===== config.mk =====
export PLATFORM = sky130hd
export DESIGN_NAME = card_dealer
export DESIGN_NICKNAME = d
export VERILOG_FILES = /design/src/rtl/card_dealer.sv
export SDC_FILE = /design/constraint.sdc
export NUM_CORES = 1
export LEC_CHECK = 0
export ABC_CLOCK_PERIOD_IN_PS = 27500
export BUFFER_PORTS_ARGS = -buffer_cell sky130_fd_sc_hd__buf_4
export CELL_PAD_IN_SITES_DETAIL_PLACEMENT = 1
export CELL_PAD_IN_SITES_GLOBAL_PLACEMENT = 2
export CORE_MARGIN = 2
export CORE_UTILIZATION = 33
export CTS_CLUSTER_SIZE = 20
export DETAILED_ROUTE_END_ITERATION = 8
export PLACE_DENSITY = 0.77
export SYNTH_ARGS = -nofsm -noshare
export SYNTH_HDL_FRONTEND = slang
export SYNTH_SLANG_ARGS = --single-unit
export TNS_END_PERCENT = 10

===== constraint.sdc =====
create_clock -name clk -period 27.5 [get_ports clk]
set_clock_uncertainty 0.1 [all_clocks]
set_input_delay 2.75 -clock clk [delete_from_list [all_inputs] [get_ports clk]]
set_output_delay 2.75 -clock clk [all_outputs]
set_load 0.05 [all_outputs]

===== src/rtl/card_dealer.sv =====
// Deals cards without replacement from one deck, using an xorshift32 RNG stream with
// rejection sampling and a bounded-retry fallback scan. Includes the stateless rng block.

module rng (
    input  logic [31:0] current,
    output logic [31:0] next
);
    logic [31:0] s1;
    logic [31:0] s2;

    // xorshift32 (13, 17, 5); maps any nonzero state to a nonzero state
    always_comb begin
        s1   = current ^ (current << 13);
        s2   = s1 ^ (s1 >> 17);
        next = s2 ^ (s2 << 5);
    end
endmodule

module card_dealer #(
    parameter logic [31:0] SEED      = 32'd1,
    parameter int unsigned DECK_SIZE = 52,
    parameter int unsigned MAX_TRIES = 64
) (
    input  logic       clk,
    input  logic       reset,
    input  logic       new_deck,
    input  logic       draw_req,
    input  logic       card_ack,
    output logic       card_valid,
    output logic [5:0] card,
    output logic [3:0] rank,
    output logic [1:0] suit,
    output logic [5:0] cards_left,
    output logic       deck_empty,
    output logic       busy,
    output logic       draw_err
);
    localparam int unsigned CW = 6;
    localparam int unsigned TW = $clog2(MAX_TRIES + 1);

    typedef enum logic [1:0] {IDLE, DRAW, SCAN, OUT} state_t;

    state_t              state;
    logic [31:0]         rng_state;
    logic [31:0]         rng_next;
    logic [DECK_SIZE-1:0] mask;
    logic [TW-1:0]       tries;
    logic [CW-1:0]       cand;
    logic [CW-1:0]       free_idx;
    logic [CW-1:0]       pick;

    rng u_rng (
        .current (rng_state),
        .next    (rng_next)
    );

    assign cand       = CW'(rng_next % 32'(DECK_SIZE));
    assign pick       = (state == SCAN) ? free_idx : cand;
    assign deck_empty = (cards_left == '0);

    // Lowest-numbered card still in the deck
    always_comb begin
        free_idx = '0;
        for (int i = DECK_SIZE - 1; i >= 0; i--) begin
            if (!mask[i]) begin
                free_idx = CW'(i);
            end
        end
    end

    always_ff @(posedge clk or posedge reset) begin
        if (reset) begin
            state      <= IDLE;
            rng_state  <= SEED;
            mask       <= '0;
            tries      <= '0;
            card       <= '0;
            rank       <= 4'd1;
            suit       <= '0;
            card_valid <= 1'b0;
            busy       <= 1'b0;
            draw_err   <= 1'b0;
            cards_left <= CW'(DECK_SIZE);
        end else begin
            rng_state <= rng_next;
            draw_err  <= 1'b0;
            if (new_deck) begin
                // Abandons any draw or undelivered card
                mask       <= '0;
                cards_left <= CW'(DECK_SIZE);
                tries      <= '0;
                card_valid <= 1'b0;
                busy       <= 1'b0;
                state      <= IDLE;
            end else begin
                case (state)
                    IDLE: begin
                        if (draw_req) begin
                            if (deck_empty) begin
                                draw_err <= 1'b1;
                            end else begin
                                tries <= '0;
                                busy  <= 1'b1;
                                state <= DRAW;
                            end
                        end
                    end
                    DRAW, SCAN: begin
                        if (state == SCAN || !mask[cand]) begin
                            mask[pick] <= 1'b1;
                            card       <= pick;
                            rank       <= 4'(pick % CW'(13)) + 4'd1;
                            suit       <= 2'(pick / CW'(13));
                            cards_left <= cards_left - CW'(1);
                            card_valid <= 1'b1;
                            busy       <= 1'b0;
                            state      <= OUT;
                        end else begin
                            tries <= tries + TW'(1);
                            if (tries == TW'(MAX_TRIES - 1)) begin
                                state <= SCAN;
                            end
                        end
                    end
                    OUT: begin
                        if (card_ack) begin
                            card_valid <= 1'b0;
                            state      <= IDLE;
                        end
                    end
                    default: state <= IDLE;
                endcase
            end
        end
    end
endmodule

==> reports/results.ini <==
[power_and_ir_drop]
ir_worst_vdd_mv = 0.0281
power_uw = 521
cellPowerDensity_nw_per_um2 = 35.6
leakage_nw = 5.48

[final_layout]
area_growth_pct = 8.73
n_antenna_cell = 0
num-fill-cells = 4811
layout-drive-gt1-share_pct = 13.9
fin_nets = 1676
final_cells = 2198

[clock_network]
postCtsSetupBuffers = 0
hold_buffers = 0
cts_htree_levels = 4
insertion_delay_ns = 0.43
cts_max_path_buffers = 2
cts_root_buf = clkbuf_16
numCtsBuffers = 17
post_cts_resized = 0
clock_sinks = 114
cts_tree = yes
path_clk_slew_ns = 0.06

[setup_path]
worstSetupPathType = reg2reg
critPathMaxFanout = 23
crit_required_ns = 27.67
cpPeakStageDelay_ns = 0.91
ff2ff_setup_slack_ns = 6.55
cpMaxStageDelayCell = a21oi_2
endpoint_kind = flop
cp_data_arrival_time_ns = 21.12
cpMostUsedCell = xnor2_1
rr_endpoint = rank[2]
r2r_start = rng_state[8]
critPathLaunch = rng_state[8]
worstRegToRegCells = 61
crit_path_end = rank[2]
cp-start-kind = flop

[timing]
finalSetupTns_ns = 0
fmax_mhz = 47.7
setup_viol = 0
hold_viol_final = 0
rsz0062_at_grt = false
relSlewSlack_pct = 27.1
post-route-min-period_ns = 20.95
tightest_slew_ns = 1.09
finalCritPeriodShare_pct = 76.2
slew_viol_final = 0

[grt]
grt_max_degree = 64
grt_pass1_wl_um = 73300
grt_overflow = 0
grt_usage_pct = 21.2
grt_pass1_vias = 13531
antenna_found_initial = 0

[synth]
synth-seq-area-share_pct = 21.3
synth_area_leaders = dfrtp_1, nand2_1, a21oi_1
synth_seq_cells = 114
synthFlopType = dfrtp_1
synth_cell_types = 134
yosysTopAreaCell = dfrtp_1
synth_top_cell_area_share_pct = 20.3
avgSynthCellArea_um2 = 7.93
netlist_area_um2 = 13400
netlist_instances = 1694
synth_nets = 1710
synth-edff-count = 0
async_flop_share_pct = 100
yosysWarnings = 0

[floorplanning]
rows = 73
io_pins = 27
die_area_um2 = 42300
dieHeight_um = 206
dieWidth_um = 206
start_util_pct = 33.7
core-area_um2 = 39900

[detailed_routing]
routed_via_density = 6.13
postRouteWirelength_um = 44400
ant_nets = 0
route.detailed.drc = 0
first_iter_violations = 750
wire_per_inst_um = 20.2
drt_first_pass_iters = 7
routed-via-count = 13477

[outcome]
status = completed

[run]
maxCapViolCount = 0

[min_path]
hold_class = reg2reg

[placed_design]
placed_cells = 2166
portBuffers = 26
place_congestion = 0.848
hpwl_um = 32300

-- cells by family after synthesis --
| kind of cell | Yosys count | share of synthesized area [%] |
|---|---|---|
| XOR/XNOR | 100 | 7.61 |
| adder cells (fa/ha/maj) | 12 | 1.11 |
| AO/OA/AOI/OAI | 633 | 36.8 |
| multiplexers | 53 | 5.63 |
| buffers and inverters | 176 | 5.63 |
| flip-flops | 114 | 21.3 |
| AND/OR/NAND/NOR | 606 | 22.0 |
-- worst min path at each step --
stage	start	end	slack, ns	cells after the start
2_1_floorplan	tries[6]	tries[6]	0.38	2
3_3_place_gp	rank[0]	rank[0]	0.36	2
3_5_place_dp	rank[0]	rank[0]	0.36	2
4_1_cts	rank[0]	rank[0]	0.37	2
5_1_grt	rank[0]	rank[0]	0.40	2
6_report	rank[0]	rank[0]	0.37	2
-- layer usage --
| metal | part of all wire (%) | vias up | track usage [%] | wire (um) |
|---|---|---|---|---|
| li1 | - | 6454 | - | - |
| met1 | 48 | 6763 | 29.0 | 21200 |
| met2 | 48 | 208 | 36.0 | 21500 |
| met3 | 2.5 | 52 | 1.84 | 1110 |
| met4 | 1.6 | 0 | 5.09 | 698 |
| met5 | 0 | - | 0 | 0 |
-- registers in the layout (all words and copies together) (netlist names), 2 cells and up --
name        flops
mask           52
rng_state      32
tries           7
card            6
cards_left      6
rank            4
state           2
suit            2
-- synth_stat cells (all sizes together) (33+ instances only) --
library cell,instances
o211ai,39
nand2,170
xnor2,69
o21ai,107
nor2,142
inv,58
clkbuf,63
dfrtp,109
o2bb2ai,33
nor3,61
buf,44
a31oi,42
a21oi,124
nand3,75
-- cell usage in the layout (no fill, tap or decap), drive strengths merged, types with 10 or more instances in the layout --
master,netlist,layout
a2111oi,15,15
a211o,10,10
a211oi,25,25
a21boi,12,12
a21o,13,13
a21oi,124,124
a221oi,10,10
a31oi,42,42
and2,17,17
and3,22,22
buf,44,54
clkbuf,63,20
clkinv,11,16
dfrtp,109,109
ha,11,11
inv,58,63
mux2,13,13
mux2i,26,26
mux4,14,14
nand2,170,170
nand3,75,75
nand4,31,31
nor2,142,142
nor3,61,61
nor4,23,23
o2111ai,17,17
o211ai,39,39
o21a,20,20
o21ai,107,107
o221ai,16,16
o22ai,11,11
o2bb2ai,33,33
o311ai,11,11
o31ai,14,14
or2,16,16
or3,11,11
or4,13,13
xnor2,69,69
xor2,31,31
-- layout make-up --
type | count | area, um^2 | share of cell area, %
Sequential cell | 114 | 2860 | 19.6
Multi-Input combinational cell | 1404 | 9840 | 67.4
Inverter | 69 | 265 | 1.82
Timing Repair Buffer | 54 | 405 | 2.78
Clock buffer | 20 | 457 | 3.13
Clock inverter | 12 | 121 | 0.831
Tap cell | 525 | 657 | 4.50
-- critical path, delay by kind of cell (launching register included) --
family | cells | cell delay (ns)
AOI/OAI and AO/OA | 32 | 11.50
muxes | 5 | 1.98
xor gates and xnor gates | 8 | 2.10
DFF | 1 | 0.45
adders and majority gates | 3 | 0.67
buffers and inverters | 2 | 0.53
and+or+nand+nor | 11 | 3.43
-- through the flow --
stage / hold slack (ns) / cell area [um^2] / setup WS, ns / util [%]
2_1_floorplan: 0.380 / 13400 / 10.76 / -
6_report: 0.368 / 14600 / 6.55 / 36.6
3_3_place_gp: 0.363 / 14000 / 7.01 / 35.1
5_1_grt: 0.401 / 14600 / 4.80 / 36.6
4_1_cts: 0.370 / 14600 / 6.69 / 36.6
3_5_place_dp: 0.362 / 14000 / 6.72 / 35.1
-- power breakdown --
part | leakage [nW] | internal, mW | switching, mW
sequential | 1.57 | 0.177 | 0.00725
combinational | 3.63 | 0.0323 | 0.0825
clock | 0.282 | 0.131 | 0.0904
No activity file was read; power rests on OpenSTA's default activity.
